**config.mk**
```make
export PLATFORM = sky130hd
export DESIGN_NAME = multicycle_control
export DESIGN_NICKNAME = d
export VERILOG_FILES = /design/src/rtl/multicycle_control.sv
export SDC_FILE = /design/constraint.sdc
export NUM_CORES = 1
export LEC_CHECK = 0
export BUFFER_PORTS_ARGS = -buffer_cell sky130_fd_sc_hd__buf_2
export CORE_UTILIZATION = 44
export CTS_CLUSTER_DIAMETER = 200
export DETAILED_ROUTE_END_ITERATION = 6
export PLACE_DENSITY = 0.75
export SLEW_MARGIN = 20
export SYNTH_ARGS = -nofsm -noshare
export SYNTH_HDL_FRONTEND = slang
export SYNTH_SLANG_ARGS = --single-unit
export TNS_END_PERCENT = 20
```
**constraint.sdc**
```tcl
create_clock -name clk -period 2.15 [get_ports clk]
set_clock_uncertainty 0.1 [all_clocks]
set_input_delay 0.43 -clock clk [delete_from_list [all_inputs] [get_ports clk]]
set_output_delay 0.43 -clock clk [all_outputs]
set_load 0.05 [all_outputs]
```
**src/rtl/multicycle_control.sv**
```systemverilog
// Main control FSM for the multicycle MIPS datapath: sequences fetch, decode and execute
// steps, stalling on a single-port memory via mem_ready.
module multicycle_control #(
    parameter logic [5:0] OP_RTYPE = 6'd0,
    parameter logic [5:0] OP_LW    = 6'd35,
    parameter logic [5:0] OP_SW    = 6'd43,
    parameter logic [5:0] OP_BEQ   = 6'd4,
    parameter logic [5:0] OP_ADDI  = 6'd8,
    parameter logic [5:0] OP_ANDI  = 6'd12,
    parameter logic [5:0] OP_J     = 6'd2
) (
    input  logic       clk,
    input  logic       reset_n,
    input  logic [5:0] Op,
    input  logic       jr,
    input  logic       mem_ready,
    output logic       PCWrite,
    output logic       PCWriteCond,
    output logic       IorD,
    output logic       MemRead,
    output logic       MemWrite,
    output logic       MemtoReg,
    output logic       IRWrite,
    output logic       ALUSrcA,
    output logic       RegWrite,
    output logic       RegDst,
    output logic [1:0] ALUOp,
    output logic [1:0] ALUSrcB,
    output logic [1:0] PCSource,
    output logic       done,
    output logic       illegal,
    output logic [3:0] state
);

    typedef enum logic [3:0] {
        StFetch   = 4'd0,
        StDecode  = 4'd1,
        StMemAdr  = 4'd2,
        StMemRd   = 4'd3,
        StMemWb   = 4'd4,
        StMemWr   = 4'd5,
        StExecute = 4'd6,
        StAluWb   = 4'd7,
        StBranch  = 4'd8,
        StIExec   = 4'd9,
        StIWb     = 4'd10,
        StJump    = 4'd11,
        StTrap    = 4'd12
    } state_e;

    state_e state_q, state_d;
    logic   imm_and_q;

    always_ff @(posedge clk) begin
        if (!reset_n) begin
            state_q   <= StFetch;
            imm_and_q <= 1'b0;
        end else begin
            state_q <= state_d;
            if (state_q == StDecode) begin
                imm_and_q <= (Op == OP_ANDI);
            end
        end
    end

    assign state = state_q;

    always_comb begin
        state_d     = StFetch;
        PCWrite     = 1'b0;
        PCWriteCond = 1'b0;
        IorD        = 1'b0;
        MemRead     = 1'b0;
        MemWrite    = 1'b0;
        MemtoReg    = 1'b0;
        IRWrite     = 1'b0;
        ALUSrcA     = 1'b0;
        RegWrite    = 1'b0;
        RegDst      = 1'b0;
        ALUOp       = 2'b00;
        ALUSrcB     = 2'b00;
        PCSource    = 2'b00;
        done        = 1'b0;
        illegal     = 1'b0;

        case (state_q)
            StFetch: begin
                MemRead = 1'b1;
                ALUSrcB = 2'b01;
                IRWrite = mem_ready;
                PCWrite = mem_ready;
                state_d = mem_ready ? StDecode : StFetch;
            end
            StDecode: begin
                ALUSrcB = 2'b11;
                case (Op)
                    OP_LW, OP_SW:     state_d = StMemAdr;
                    OP_RTYPE:         state_d = StExecute;
                    OP_BEQ:           state_d = StBranch;
                    OP_ADDI, OP_ANDI: state_d = StIExec;
                    OP_J:             state_d = StJump;
                    default:          state_d = StTrap;
                endcase
            end
            StMemAdr: begin
                ALUSrcA = 1'b1;
                ALUSrcB = 2'b10;
                state_d = (Op == OP_LW) ? StMemRd : StMemWr;
            end
            StMemRd: begin
                MemRead = 1'b1;
                IorD    = 1'b1;
                state_d = mem_ready ? StMemWb : StMemRd;
            end
            StMemWb: begin
                RegWrite = 1'b1;
                MemtoReg = 1'b1;
                done     = 1'b1;
            end
            StMemWr: begin
                MemWrite = 1'b1;
                IorD     = 1'b1;
                done     = mem_ready;
                state_d  = mem_ready ? StFetch : StMemWr;
            end
            StExecute: begin
                ALUSrcA = 1'b1;
                ALUOp   = 2'b10;
                // jr retires here; ordinary R-type continues to writeback
                if (jr) begin
                    PCWrite  = 1'b1;
                    PCSource = 2'b11;
                    done     = 1'b1;
                end else begin
                    state_d = StAluWb;
                end
            end
            StAluWb: begin
                RegWrite = 1'b1;
                RegDst   = 1'b1;
                done     = 1'b1;
            end
            StBranch: begin
                ALUSrcA     = 1'b1;
                ALUOp       = 2'b01;
                PCWriteCond = 1'b1;
                PCSource    = 2'b01;
                done        = 1'b1;
            end
            StIExec: begin
                ALUSrcA = 1'b1;
                ALUSrcB = 2'b10;
                ALUOp   = imm_and_q ? 2'b11 : 2'b00;
                state_d = StIWb;
            end
            StIWb: begin
                RegWrite = 1'b1;
                done     = 1'b1;
            end
            StJump: begin
                PCWrite  = 1'b1;
                PCSource = 2'b10;
                done     = 1'b1;
            end
            StTrap: begin
                illegal = 1'b1;
                done    = 1'b1;
            end
            default: state_d = StFetch;
        endcase

        // Reset masks every strobe in the same cycle so a mid-instruction reset cannot write
        if (!reset_n) begin
            PCWrite     = 1'b0;
            PCWriteCond = 1'b0;
            IorD        = 1'b0;
            MemRead     = 1'b0;
            MemWrite    = 1'b0;
            MemtoReg    = 1'b0;
            IRWrite     = 1'b0;
            ALUSrcA     = 1'b0;
            RegWrite    = 1'b0;
            RegDst      = 1'b0;
            ALUOp       = 2'b00;
            ALUSrcB     = 2'b00;
            PCSource    = 2'b00;
            done        = 1'b0;
            illegal     = 1'b0;
        end
    end

endmodule

```
After elaboration in Yosys (flattened, before gate mapping)
Cells that the tools add are included.
{"block": "op_classes", "eq_ne": 18, "muxes": 40, "reduce_logical": 10}
{"cell": "4-bit one-hot mux with 7 select lines", "n": 1}
{"cell": "1-bit two-way mux", "n": 24}
{"cell": "4-bit == test (second input constant)", "n": 5}
{"cell": "4-bit one-hot mux with 5 select lines", "n": 1}
{"cell": "2-bit one-hot mux with 3 select lines", "n": 3}
{"cell": "4-bit by 3-bit == test with 1-bit output (second input constant)", "n": 4}
{"cell": "6-bit by 4-bit == test with 1-bit output (second input constant)", "n": 2}
{"cell": "6-bit == test (second input constant)", "n": 2}
{"cell": "3-bit two-way mux", "n": 4}
{"cell": "2-bit two-way mux", "n": 5}
{"cell": "2-bit OR reduction", "n": 5}
{"cell": "4-bit by 2-bit == test with 1-bit output (second input constant)", "n": 2}
{"cell": "6-bit by 2-bit == test with 1-bit output (second input constant)", "n": 1}
{"cell": "6-bit by 3-bit == test with 1-bit output (second input constant)", "n": 1}
{"cell": "6-bit zero test", "n": 1}
{"cell": "1-bit one-hot mux with 3 select lines", "n": 2}
{"cell": "6-bit OR reduction", "n": 1}
{"cell": "4-bit by 1-bit == test with 1-bit output (second input constant)", "n": 1}
{"cell": "4-bit zero test", "n": 1}
{"cell": "4-bit OR reduction", "n": 1}
{"cell": "3-bit OR reduction", "n": 1}
{"block": "word_totals", "ff_bits": 5, "output_inout_bits": 22, "input_bits": 10, "wordCells": 70}

Longest topological paths before layout
{"block": "logic_depth", "word_depth": 4, "depth_mapped": 6, "ltp_nobuf": 4}

Least setup slack after synthesis
OpenSTA, ideal clock, no wires.
{"block": "synth_timing", "kind": "register to output", "startpoint": "register state_q[3], in the netlist state[3]", "endpoint": "output port illegal", "path_buffers": 1, "slack_ps": -1037, "stages_incl_launch_ff": 4, "t_required_ps": 1620, "arrival_time_ps": 2657, "cell_sequence": "dfxtp_1 -> buf_2 -> inv_2 -> nor4_1"}
{"block": "synth_between", "elab_chain_cells": 3}
{"element": "from (decl)", "line": "51", "source": "state_e state_q, state_d;"}
{"element": "from (signal assigned)", "line": "56", "source": "state_q <= StFetch;"}
{"element": "from (signal assigned)", "line": "59", "source": "state_q <= state_d;"}
{"element": "4-bit == test", "line": "86", "source": "case (state_q)"}
{"element": "1-bit two-way mux", "line": "86"}
{"element": "1-bit two-way mux", "line": "173", "source": "if (!reset_n) begin"}
{"element": "to (decl)", "line": "31", "source": "output logic illegal,"}
No other way between the ends.

Worst setup path after layout
{"block": "layout_timing", "startpoint": "register state_q[2], in the netlist state[2]", "endpoint": "output port illegal"}
Same word-level chain as after synthesis.

==> impl_metrics.tcl <==
set metrics [dict create \
    outcome "finished with violations" \
    violations "design-rule violations" \
    ys.flop_type "dfxtp_1" \
    synthesis.area_sq_um 752.0 \
    row_count 14 \
    netSwitchingFraction_pct 50.13 \
    cts_hold_buf 0 \
    synth_cell_types 38 \
    ys_seq_area_share_pct 13.31 \
    ant_nets 0 \
    critPathLaunchType "flip-flop" \
    final_cell_area_sq_um 1095 \
    period_needed_ps 2084 \
    cts_buffers 3 \
    synthCells 107 \
    overflow 0 \
    dp.cells 153 \
    clk_latency_ps 250 \
    n_antenna_cell 0 \
    drtPass1Iterations 6 \
    viasPerCell 5.804 \
    multi_input_area_sq_um 688.2 \
    hold_start "Op[5]" \
    rsz0062_at_grt "true" \
    initial_core_util_pct 48.23 \
    cpMaxStageDelayCell "dfxtp_2" \
    r2r_end "state[1]" \
    clkTransAtPathRegs_ps 50 \
    endpoint_kind "output port" \
    grt_max_degree 16 \
    drt_wl_total_um 2225 \
    grt_pass1_vias 810 \
    drc 3 \
    core_sq_um 1559 \
    fin_nets 153 \
    r2r_start "state[0]" \
    synth_area_leader_cell "dfxtp_1" \
    crit_chain "buf_4 > clkinvlp_4 > buf_12 > nor4_4 > buf_4" \
    worstPathRequired_ps 1620 \
    drtIter0Drc 15 \
    cts_root_buf "clkbuf_4" \
    cts_tree "yes" \
    min_path_type "in2reg" \
    ys_seq_elements 5 \
    die_width_um 43.34 \
    crit_type "reg2out" \
    crit_family "buffers and inverters" \
    switchingPower_mw 0.2781 \
    intPower_mw 0.2767 \
    clock_path_buffers 2 \
    die_area_sq_um 1878 \
    crit_path_max_incr_delay_ps 340 \
    drive_above_1_share_pct 47.18 \
    grt_pass1_wl_um 3643 \
    die_h_um 43.34 \
    netlist_top_cells_area "dfxtp_1 (13%), nand2b_1 (6.7%), nor2b_1 (6.7%)" \
    regToRegSetupSlack_ps 750 \
    numPortBuffers 31 \
    power.leakage_nw 0.4830 \
    max_slew_margin_pct 75.89 \
    worstPathArrival_ps 1550 \
    pwr-share-clk_pct 20.5 \
    worstRegToRegCells 5 \
    hold_viol_final 0 \
    syn_avg_cell_area_sq_um 7.028 \
    peakVddDrop_mv 0.3045 \
    area.sequential_sq_um 110.1 \
    hold_path_end "state[0]" \
    crit_buf_inv 4 \
    synthTopCellsByCount "nor2_1 (9), nor3_1 (9), nand2b_1 (8), nor2b_1 (8)" \
    seqPwrFrac_pct 21.2 \
    whs_path_depth 4 \
    routedWlPerCell_um 14.08 \
    power.density_nw_per_um2 506.7 \
    cts_htree_levels 1 \
    setup_viol 0 \
    gp_congestion 0.8689 \
    final_cells 158 \
    maxClockFrequency_mhz 479.9 \
    drv_slew 0 \
    path_common_cell "buf_4" \
    syn_nets 117 \
    yosysWarnings 0 \
    syn2layout_area_growth_pct 45.59 \
    antenna_found_initial 0 \
    dp_hpwl_um 1687 \
    cts.sinks 5 \
    power_mw 0.5548 \
    pwr-share-comb_pct 58.3 \
    worst_pin_slew_ps 358.3 \
    fin_tns_setup_ps 0 \
    vias 917 \
    place_area_sq_um 1025 \
    async_flop_share_pct 0 \
    netlist.area_leader.share_pct 13.31 \
    cap_violations 0 \
    period_share_pct 96.92 \
    grt.total_usage_pct 25.87 \
    synth_edf_count 0 \
    num_io_pins 32 \
    path_max_fanout 6 \
    fillers 143 \
]
## power by group through the flow
stage                     clock (mW)  combinational, mW  sequential [mW]
after floorplan                    0              0.221            0.134
after global placement             0              0.304            0.119
after detailed placement           0              0.307            0.119
after CTS                      0.115              0.308            0.118
after global routing           0.119              0.343            0.120
final                          0.114              0.323            0.118
## sequential cells by signal, summed over array words and instances (netlist names)
name,cells
imm_and_q,1
state,4
## through the flow
| step | setup WS (ps) | hold slack [ps] | utilization [%] |
|---|---|---|---|
| finish | 66.31 | 425.7 | 70.22 |
| global route | -18.13 | 462.3 | 70.22 |
| CTS | 17.52 | 431.6 | 67.74 |
| detailed placement | 214.7 | 477.6 | 65.73 |
| global placement | 225.6 | 459.9 | 65.73 |
| floorplan | 7.288 | 405.7 | - |
## cell usage in the layout (no fill, tap or decap), types with 5 or more instances in the layout
cell	count
buf_2	28
nand2b_1	6
nor3_1	5
a21oi_1	6
buf_4	9
nor2_1	8
nand2_1	6
## logic make-up (layout without fill, tap and decap cells)
group / count (synthesis) / in the layout / synth area share, %
flip-flops: 5 / 5 / 13.31
AO/OA/AOI/OAI: 26 / 26 / 24.46
buffers and inverters: 12 / 47 / 9.648
AND/OR/NAND/NOR: 59 / 59 / 46.09
multiplexers: 3 / 3 / 4.160
XOR/XNOR: 2 / 2 / 2.330
## routing by layer
metal / GRT usage (%) / vias up / routed length [um]
met2: 44.55 / 31 / 1061
li1: - / 465 / -
met1: 32.56 / 417 / 1040
met5: 0 / - / 0
met3: 2.500 / 4 / 96
met4: 11.88 / 0 / 27
## worst max-delay path by stage
stage	start	to	slack, ps	cells after the start
after floorplan	state[2]	illegal	7	3
after global placement	mem_ready	done	230	6
after detailed placement	mem_ready	done	210	6
after CTS	state[3]	PCWrite	20	5
after global routing	state[2]	done	-20	6
final	state[2]	illegal	70	5
## layout make-up
cell class              count  area share [%]
flip-flops and latches      5           10.06
inverters                   5           2.057
clock buffers               4           2.400
well taps                  16           1.829
repair buffers             38           20.80
multi-input cells          90           62.86
## worst register-to-register path, cell delays in order, from the launching register on
cell	delay (ps)
dfxtp_2	380
buf_4	200
nor3b_2	250
a32o_1	220
nand2_1	50
a21oi_1	120
## repair_timing
item	4_1_cts	5_1_grt
setup buffers	0	1
pin swaps	0	0
gates resized for setup	2	9
gates cloned	0	0
endpoints found under the setup margin	2	5
(Power assumes the default switching activity.)
